===== src/rtl/add_mul_seq_pkg.sv =====
// Shared types for the sequential carry-save add-then-multiply block.
package add_mul_seq_pkg;

  localparam logic [1:0] StIdleEnc = 2'd0;
  localparam logic [1:0] StAddEnc  = 2'd1;
  localparam logic [1:0] StMulEnc  = 2'd2;
  localparam logic [1:0] StDoneEnc = 2'd3;

  typedef enum logic [1:0] {
    StIdle = StIdleEnc,
    StAdd  = StAddEnc,
    StMul  = StMulEnc,
    StDone = StDoneEnc
  } state_e;

endpackage


===== src/rtl/add_mul_step.sv =====
// One radix-2 shift-add step: upper half accumulates, lower half holds remaining multiplier bits.
module add_mul_step #(
  parameter int unsigned BW = 8
) (
  input  logic [2*BW-1:0] acc,
  input  logic            mbit,
  input  logic [BW-1:0]   addend,
  output logic [2*BW-1:0] acc_next
);

  logic [BW-1:0] partial;
  logic [BW:0]   hi_sum;

  assign partial  = mbit ? addend : '0;
  assign hi_sum   = {1'b0, acc[2*BW-1:BW]} + {1'b0, partial};
  assign acc_next = {hi_sum, acc[BW-1:1]};

endmodule


===== src/rtl/add_mul_seq.sv =====
// Resolves a carry-save multiplier (XS+XC) then multiplies by Y over BW shift-add cycles.
module add_mul_seq
  import add_mul_seq_pkg::*;
#(
  parameter int unsigned BW = 8
) (
  input  logic            clk_i,
  input  logic            rst_i,
  input  logic            valid_i,
  output logic            ready_o,
  input  logic [BW-1:0]   XS_i,
  input  logic [BW-1:0]   XC_i,
  input  logic [BW-1:0]   Y_i,
  output logic            valid_o,
  input  logic            ready_i,
  output logic [2*BW-1:0] P_o,
  output logic            ovf_o,
  output logic            busy_o
);

  localparam int unsigned CntW = $clog2(BW + 1);

  state_e            state_q, state_d;
  logic [BW-1:0]     xs_q, xs_d;
  logic [BW-1:0]     xc_q, xc_d;
  logic [BW-1:0]     y_q, y_d;
  logic [2*BW-1:0]   acc_q, acc_d;
  logic [CntW-1:0]   cnt_q, cnt_d;
  logic              ovf_pend_q, ovf_pend_d;
  logic [2*BW-1:0]   p_q, p_d;
  logic              ovf_q, ovf_d;

  logic [BW:0]       add_sum;
  logic [2*BW-1:0]   acc_step;

  assign add_sum = {1'b0, xs_q} + {1'b0, xc_q};

  add_mul_step #(
    .BW(BW)
  ) u_step (
    .acc     (acc_q),
    .mbit    (acc_q[0]),
    .addend  (y_q),
    .acc_next(acc_step)
  );

  always_comb begin
    state_d    = state_q;
    xs_d       = xs_q;
    xc_d       = xc_q;
    y_d        = y_q;
    acc_d      = acc_q;
    cnt_d      = cnt_q;
    ovf_pend_d = ovf_pend_q;
    p_d        = p_q;
    ovf_d      = ovf_q;
    unique case (state_q)
      StIdle: begin
        if (valid_i) begin
          xs_d    = XS_i;
          xc_d    = XC_i;
          y_d     = Y_i;
          state_d = StAdd;
        end
      end
      StAdd: begin
        acc_d      = {{BW{1'b0}}, add_sum[BW-1:0]};
        ovf_pend_d = add_sum[BW];
        cnt_d      = CntW'(BW);
        state_d    = StMul;
      end
      StMul: begin
        acc_d = acc_step;
        cnt_d = cnt_q - CntW'(1);
        // Result registers only change on DONE entry so P_o/ovf_o hold the previous result.
        if (cnt_q == CntW'(1)) begin
          p_d     = acc_step;
          ovf_d   = ovf_pend_q;
          state_d = StDone;
        end
      end
      StDone: begin
        if (ready_i) begin
          state_d = StIdle;
        end
      end
      default: state_d = StIdle;
    endcase
  end

  always_ff @(posedge clk_i) begin
    if (rst_i) begin
      state_q    <= StIdle;
      xs_q       <= '0;
      xc_q       <= '0;
      y_q        <= '0;
      acc_q      <= '0;
      cnt_q      <= '0;
      ovf_pend_q <= 1'b0;
      p_q        <= '0;
      ovf_q      <= 1'b0;
    end else begin
      state_q    <= state_d;
      xs_q       <= xs_d;
      xc_q       <= xc_d;
      y_q        <= y_d;
      acc_q      <= acc_d;
      cnt_q      <= cnt_d;
      ovf_pend_q <= ovf_pend_d;
      p_q        <= p_d;
      ovf_q      <= ovf_d;
    end
  end

  assign ready_o = (state_q == StIdle);
  assign valid_o = (state_q == StDone);
  assign busy_o  = (state_q != StIdle);
  assign P_o     = p_q;
  assign ovf_o   = ovf_q;

endmodule


===== config.mk =====
export PLATFORM = sky130hd
export DESIGN_NAME = add_mul_seq
export DESIGN_NICKNAME = d
export VERILOG_FILES = /design/src/rtl/add_mul_seq_pkg.sv /design/src/rtl/add_mul_step.sv /design/src/rtl/add_mul_seq.sv
export SDC_FILE = /design/constraint.sdc
export NUM_CORES = 1
export LEC_CHECK = 0
export BUFFER_PORTS_ARGS = -buffer_cell sky130_fd_sc_hd__buf_2
export CAP_MARGIN = 20
export CORE_MARGIN = 2
export CORE_UTILIZATION = 45
export DETAILED_ROUTE_END_ITERATION = 8
export MAX_ROUTING_LAYER = met4
export PLACE_DENSITY = 0.71
export REMOVE_ABC_BUFFERS = 1
export SYNTH_ARGS = -nofsm -noshare
export SYNTH_HDL_FRONTEND = slang
export SYNTH_SLANG_ARGS = --single-unit

===== constraint.sdc =====
create_clock -name clk_i -period 2.3 [get_ports clk_i]
set_clock_uncertainty 0.2 [all_clocks]
set_input_delay 0.23 -clock clk_i [delete_from_list [all_inputs] [get_ports clk_i]]
set_output_delay 0.23 -clock clk_i [all_outputs]
set_load 0.03 [all_outputs]

Word level (Yosys, flattened, before mapping). Index checks and enable logic that the tools add are counted.

Bits in registers: 64. Input bits: 28. Output and inout bits: 20. Logic and storage cells: 32.

Add/subtract/negate cells: 3. Equality and inequality tests: 7. Muxes and demuxes: 7. Reductions and logical operators: 6.

Operators with widths (number): 16-bit one-hot mux with 2 select lines (1); 8-bit by 8-bit adder with 9-bit output (2); 8-bit two-way mux (1); 2-bit one-hot mux with 4 select lines (1); 4-bit one-hot mux with 2 select lines (1); 2-bit two-way mux (3); 2-bit == test, second input constant (2); 4-bit by 1-bit == test with 1-bit output, second input constant (1); 2-bit inequality test, second input constant (2); 2-bit AND reduction (2); 2-bit nonzero test (2); 4-bit by 1-bit subtractor with 4-bit output, second input constant (1); 3-bit AND reduction (1); 2-bit by 1-bit == test with 1-bit output, second input constant (1); 2-bit logical NOT (1); 2-bit by 1-bit inequality test with 1-bit output, second input constant (1).

Logic depth before layout (Yosys ltp). Gate-level depths: netlist of the first run.

Depth in word-level cells: 3. Gate-level depth with buffers: 8. Mapped depth without buffers: 7.

Modules after synthesis. Synthesis of the first run repeated with hierarchy kept, for this count alone.

Cell total of the unflattened synthesis: 406. Area total of the unflattened synthesis: 3214.3 µm².

Modules (own cells, without submodules): add_mul_seq (times used 1, cells an instance 349, area each 2787.7 µm², sequential area each 1281.2 µm²); add_mul_step (times used 1, cells an instance 57, area each 426.7 µm², sequential area each 0.0 µm²).

Worst setup path before layout of the first run. No wires, ideal clock.

Kind: flip-flop to flip-flop. Start point: register acc_q[0]. End point: register p_q[13], in the netlist P_o[13]. Setup time: 62 ps. Arrival time: 2064 ps. Data required time: 2038 ps. Setup slack: -26 ps. Stages on the path, launching flop included: 8. Buffers on the path: 0. Period minus slack after synthesis: 2326 ps. Cells stage by stage: dfxtp_1 and2_1 ha_1 fa_1 a211oi_1 o21ai_0 a2111o_1 nand3_1.

Cells in the longest elaborated chain, start to end: 2.

Ends and longest elaborated chain: from (decl) (line add_mul_seq.sv:27) `logic [2*BW-1:0] acc_q, acc_d;`; from (signal assigned) (line add_mul_seq.sv:97) `acc_q <= '0;`; from (signal assigned) (line add_mul_seq.sv:107) `acc_q <= acc_d;`; 8-bit two-way mux (line add_mul_step.sv:14) `assign partial = mbit ? addend : '0;`; 8-bit by 8-bit adder with 9-bit output (line add_mul_step.sv:15) `assign hi_sum = {1'b0, acc[2*BW-1:BW]} + {1'b0, partial};`; to (signal assigned) (line add_mul_seq.sv:110) `p_q <= p_d;`; to (decl) (line add_mul_seq.sv:30) `logic [2*BW-1:0] p_q, p_d;`.

Every way passes these cells. A chain may end at the register's enable or synchronous reset.

Final worst setup path of the first run.
Start point: register y_q[0]. End point: register p_q[13], in the netlist P_o[13].

Cells in the longest elaborated chain, start to end: 2.

Ends and longest elaborated chain: from (decl) (line add_mul_seq.sv:26) `logic [BW-1:0] y_q, y_d;`; from (signal assigned) (line add_mul_seq.sv:106) `y_q <= y_d;`; 8-bit two-way mux (line add_mul_step.sv:14); 8-bit by 8-bit adder with 9-bit output (line add_mul_step.sv:15).

Every way passes these cells.

==> impl_results.md, run 1 <==
* Seq/Total Area, Yosys at 0.388
* Final wirelength at 8.10 mm
* Initial Utilization at 0.460
* Slew HR at 0.607
* Status: finished clean
* Static leakage power at 1.73 nW
* Buffers added on ports at 47
* Initial antenna violation count at 0
* GRT Util Overall at 0.220
* Global-route wire length before repair at roughly 13 mm
* Post-synth cell types at 52
* Final setup viols at 0
* Pwr dens at 874 nW/um^2
* Worst-Margin Slew at 588 ps
* Yosys warning count at 0
* Routed length per instance at 13.9 um
* Clock slew at reported path FFs at 70 ps
* H-tree depth at 3
* Post-CTS Setup Bufs at 0
* Mapped cell area at 3300 sq um
* Share of the synthesized area in the top cell type at 0.388
* Largest cells by area after synthesis: dfxtp_1 39%, nand2_1 8.9%, ha_1 8.3%
* Hold/Removal Path Class: primary input to flop
* Core area at 7180 sq um
* Design Power at approximately 3.7 mW
* Crit path max fanout at 2
* Die height at 89.7 um
* Tmin final at approximately 2200 ps
* DRC at 0
* Largest area contributor in the netlist: dfxtp_1
* Max cap viols at 0
* Worst r2r src: y_q[0]
* Vias in the first global route at 2983
* Gpl congestion at 0.806
* Min-delay src: ready_i
* Clock latency on the worst-skew pair at 340 ps
* Final period util at 0.976
* Post-synthesis register bit count at 64
* # nets final at 531
* Post-synth EDFFs at 0
* Iter 0 DRT Violations at 142
* # diodes at 0
* Crit path launch: y_q[0]
* Share of layout cells above drive strength 1 at 0.201
* Post-synth ARST share at 0
* CTS tree: built
* DP HPWL at 5.41 mm
* Vias at between 3000 and 4000
* Area added between synthesis and finish at 27.8%
* DR pass1 iterations at 5
* Root Buffer: clkbuf_8
* Largest net degree at the start of global routing at 74
* Cells after Synth at around 400
* # IOs at 48
* CP Launch Type: flop
* CTS Buf Count at 9
* Max VDD drop at 0.000465 V
* Synth Flop Type: dfxtp_1
* Die width at 89.7 um
* Final ANT Viol Nets at 0
* Rows at 31
* Total congestion overflow at 0
* Mean area per synthesized cell at approximately 8 sq um
* Setup TNS at 0 ps
* Hold Vio Cnt, Final at 0
* Full die area at ~8000 sq um
* Design area at 4220 sq um
* Dpl cell area at 3740 sq um
* Arrival time worst endpoint at 2330 ps
* Pins Over Slew Limit at 0
* Fmax at 446 MHz
* Critical path class: flop to flop
* CTS sink cnt at 64
* Clock tree buffer depth at 2
* Req. time, crit path at about 2400 ps
* DR vias/cell at roughly 5.4
* Worst setup EP type: flop
-- routing by layer --
layer  vias to the layer above  GRT usage  part of all wire
li1                       1579          -                 -
met3                        12     0.0484             0.040
met1                      1471      0.244              0.43
met2                        85      0.391              0.52
met4                         0     0.0706             0.013
met5                         -          -                 0
-- state kept, by name, summed over array words and instances, names as in the netlist --
signal	count
y_q	8
cnt_q	4
ovf_o	1
xc_q	8
state_q	2
P_o	16
xs_q	8
acc_q	16
ovf_pend_q	1
-- through the flow --
step	setup WS, ps	util	instances	hold slack [ps]
global route	-11.7	0.588	582	170
floorplan	-45.2	-	378	99.1
CTS	38.1	0.580	582	133
detailed placement	12.4	0.521	543	243
finish	55.4	0.588	582	152
global placement	59.7	0.521	543	241
-- report_power, final --
group | switching (mW) | internal (mW) | total [mW]
clock | 0.426 | 0.441 | 0.866
combinational | 0.833 | 0.625 | 1.46
sequential | 0.106 | 1.26 | 1.36
total | 1.36 | 2.32 | 3.69
-- critical path: stages, from the launching register on --
cell	delay [ps]
dfxtp_1	310
and2_1	150
ha_1	200
fa_1	420
a211oi_2	260
o21ai_1	130
a2111o_1	430
nand3_1	80
-- layout by cell type, fill, tap and decap left out, types with 3 or more instances in the layout --
master         netlist  final
nand2_1             78     78
dfxtp_1             64     62
buf_2                2     47
a21oi_1             46     46
dlygate4sd3_1        0     24
nor2_1              20     20
ha_1                22     18
inv_1               17     17
buf_4                0     16
clkbuf_8             0     11
and2_1               8      8
o21ai_0              9      8
a211oi_1            11      8
a21o_1               6      6
nand3_1              6      6
o211ai_1             6      6
nor2b_1              6      6
o31ai_1              5      5
a311oi_1             5      5
nand2b_1             5      5
nand3b_1             4      4
nor3b_1              4      4
nand4_1              4      4
mux2i_1              4      4
nor3_1               4      4
a31oi_1              4      4
ha_4                 0      4
a211oi_2             0      3
or2_2                3      3
a211o_1              3      3
xnor2_1              3      3
buf_12               0      3
-- logic make-up (layout without fill, tap and decap cells) --
kind of cell	after synthesis	after routing	share of synthesized area
and+or+nand+nor	152	152	0.219
muxes	5	5	0.0155
xor gates and xnor gates	4	4	0.0106
buffers and inverters	42	122	0.0508
adders and majority gates	24	24	0.0955
DFF	64	64	0.388
AOI/OAI and AO/OA	112	112	0.221
-- final cells by class --
| class | instances | area [sq um] |
|---|---|---|
| multi-input combinational | 297 | 1920 |
| sequential | 64 | 1280 |
| clock buffer | 12 | 155 |
| tap | 99 | 124 |
| inverter | 17 | 63.8 |
| fill | 660 | 2950 |
| timing repair buffer | 90 | 656 |
| clock inverter | 3 | 17.5 |
-- Yosys cell counts (all sizes together), types with 3 or more instances --
cell type / count
nand2: 78
dfxtp: 64
a21oi: 46
ha: 22
nor2: 20
clkbuf: 19
inv: 17
a211oi: 11
o21ai: 9
and2: 8
a21o: 6
buf: 6
nand3: 6
nor2b: 6
o211ai: 6
a311oi: 5
nand2b: 5
o31ai: 5
a31oi: 4
mux2i: 4
nand3b: 4
nand4: 4
nor3: 4
nor3b: 4
or2: 4
a211o: 3
xnor2: 3
-- what timing repair did --
item	in CTS	in global routing
pin swaps	0	3
resized for setup	2	11
hold buffers	24	0
endpoints found under the hold margin	24	0
endpoints found under the setup margin	2	4
-- path summary, 6_finish.rpt --
check / cells after the start / slack (ps) / end
setup / recovery: 7 / 60 / P_o[13]
hold reg to reg: 2 / 250 / y_q[4]
hold / removal: 5 / 150 / state_q[0]
setup reg to reg: 7 / 60 / P_o[13]
Power figures use the tool's default switching activity.
==> run 2, diff against run 1 <==
- CORE_UTILIZATION: 45 -> 51
- PLACE_DENSITY: 0.71 -> 0.76
==> run 2 against run 1 <==
Non-clock buffer count rose by 1. Largest power group unchanged. Maximum frequency up 0.53%. Design area fell by 1.9%. Clock power up 8.1%. Worst setup slack improved by 12 ps. Largest cell class unchanged. Highest routed layer unchanged. Sequential share of layout area rose by 0.58 points. Routed wire length down 5.0%. Power about the same. Sequential power about the same. Utilization is 6.8 points higher.
==> impl_results.md, run 2 (synthesis results as in run 1) <==
* Place WS at -21.8 ps
* CTS Buf Count at 9
* Full die area at 7140 sq um
* GR Util met2 at 0.392
* Met3 Usage GRT at 0.0442
* GRT Util Overall at 0.223
* Final ANT Viol Nets at 0
* Vias in the first global route at 2974
* Max VDD drop at 0.000446 V
* Final worst slack at 67.2 ps
* Cell count of the worst reg-to-reg path at 7
* Arrival time worst endpoint at 2250 ps
* Buffers added on ports at 47
* Max stage delay on crit path at roughly 330 ps
* Root Buffer: clkbuf_8
* Setup TNS at 0 ps
* # IOs at 48
* Hold Path Sink: state_q[0]
* Crit-path slowest cell: ha_1
* Share of layout cells above drive strength 1 at 0.202
* Gr busiest metal: met2
* Worst setup EP type: flop
* Global-route wire length before repair at around 13 mm
* Worst-Margin Slew at 567 ps
* DP HPWL at 5.31 mm
* Final period util at 0.971
* Crit path max fanout at 7
* Pwr dens at around 890 nW/um^2
* Status: finished clean
* Slew HR at 0.620
* WHS Path Cells at 5
* Final setup viols at 0
* Post-CTS Setup Bufs at 0
* Worst r2r src: acc_q[0]
* Max cap viols at 0
* Die width at ~84 um
* Die height at 84.5 um
* # diodes at 0
* Area added between synthesis and finish at 25.4%
* Iter 0 DRT Violations at 136
* Tmin final at 2230 ps
* Clock tree buffer depth at 2
* Rows at 29
* Gpl congestion at 0.809
* R2R Path End: acc_q[14]
* R2R Setup Slk at about 67 ps
* Core area at around 6300 sq um
* Hold Vio Cnt, Final at 0
* CP Launch Type: flop
* DR pass1 iterations at 4
* Vias at 3099
* Fmax at 448 MHz
* Unrepaired setup endpoints after global routing: false
* Final wirelength at 7.70 mm
* Critical path class: flop to flop
* # nets final at 532
* Min-delay src: ready_i
* CTS tree: built
* DRC at 0
* M1 GR Usage at 0.252
* Clock slew at reported path FFs at 70 ps
* Total congestion overflow at 0
* Clock latency on the worst-skew pair at 340 ps
* Routed length per instance at 13.7 um
* Sequence of cells on the critical path: buf_4 -> and2_1 -> ha_1 -> a21oi_1 -> o211ai_1 -> a31o_2 -> a311o_1
* Most frequent cells in the layout: 78 x nand2_1, 62 x dfxtp_1, 47 x buf_2
* Initial antenna violation count at 0
* Design Power at between 3 and 4 mW
* Hold/Removal Path Class: primary input to flop
* Commonest non-fill, non-tap cell in the layout: nand2_1
* DR vias/cell at 5.52
* Req. time, crit path at 2320 ps
* H-tree depth at 3
* Initial Utilization at 0.523
* Static leakage power at 1.75 nW
* CTS sink cnt at 64
* Largest net degree at the start of global routing at 42
* Pins Over Slew Limit at 0
==> run 2: cell types whose count changed in the layout (fill, tap and decap cells not counted), sizes merged <==
cell | previous run | this run
buf | 66 | 67
bufinv | 0 | 1
clkbuf | 12 | 11
clkinv | 2 | 3
clkinvlp | 1 | 0
==> run 2: stage by stage <==
step	area [sq um]	instances	utilization	hold WS, ps
floorplan	3200	378	-	99.1
global placement	3680	522	0.583	239
detailed placement	3680	522	0.583	244
CTS	4110	561	0.651	138
global route	4140	561	0.656	193
finish	4140	561	0.656	145
==> run 2: worst max-delay path, delay by kind of cell, from the launching register on <==
family,cells,cell delay (ps)
flops,1,310
compound gates,4,980
fa+ha+maj,1,330
buf+inv,1,150
simple gates,1,140
==> run 2: area by class of cell <==
type	count	area, sq um
fill	556	2170
multi-input combinational	297	1890
sequential	64	1280
inverter	17	63.8
timing repair buffer	91	626
clock buffer	11	141
tap	77	96.3
clock inverter	4	45.0
==> run 2: timing repair <==
| item | 4_1_cts | 5_1_grt |
|---|---|---|
| hold buffers | 24 | 0 |
| pin swaps | 0 | 2 |
| gates resized for setup | 1 | 11 |
| setup endpoints to repair | 1 | 6 |
| hold endpoints to repair | 24 | 0 |
| cloned | 0 | 0 |
==> run 2: per-layer routing <==
metal  wire [um]  share of wire
met3         270          0.035
met4          83          0.011
met1        3320           0.43
met2        4030           0.52
met5           0              0
==> run 2: report_power, final <==
part           internal (mW)  switching [mW]
clock                  0.519           0.417
sequential              1.26           0.110
combinational          0.572           0.816
==> run 2: worst max-delay path by stage <==
| stage | depth (start not counted) | end | start | slack [ps] |
|---|---|---|---|---|
| after global placement | 6 | acc_q[6] | xs_q[0] | 60 |
| final | 7 | acc_q[14] | acc_q[0] | 70 |
| after global routing | 7 | P_o[13] | y_q[0] | 7 |
| after floorplan | 6 | xc_q[0] | state_q[0] | -50 |
| after detailed placement | 6 | acc_q[6] | xs_q[0] | -20 |
| after CTS | 7 | P_o[13] | y_q[0] | 30 |
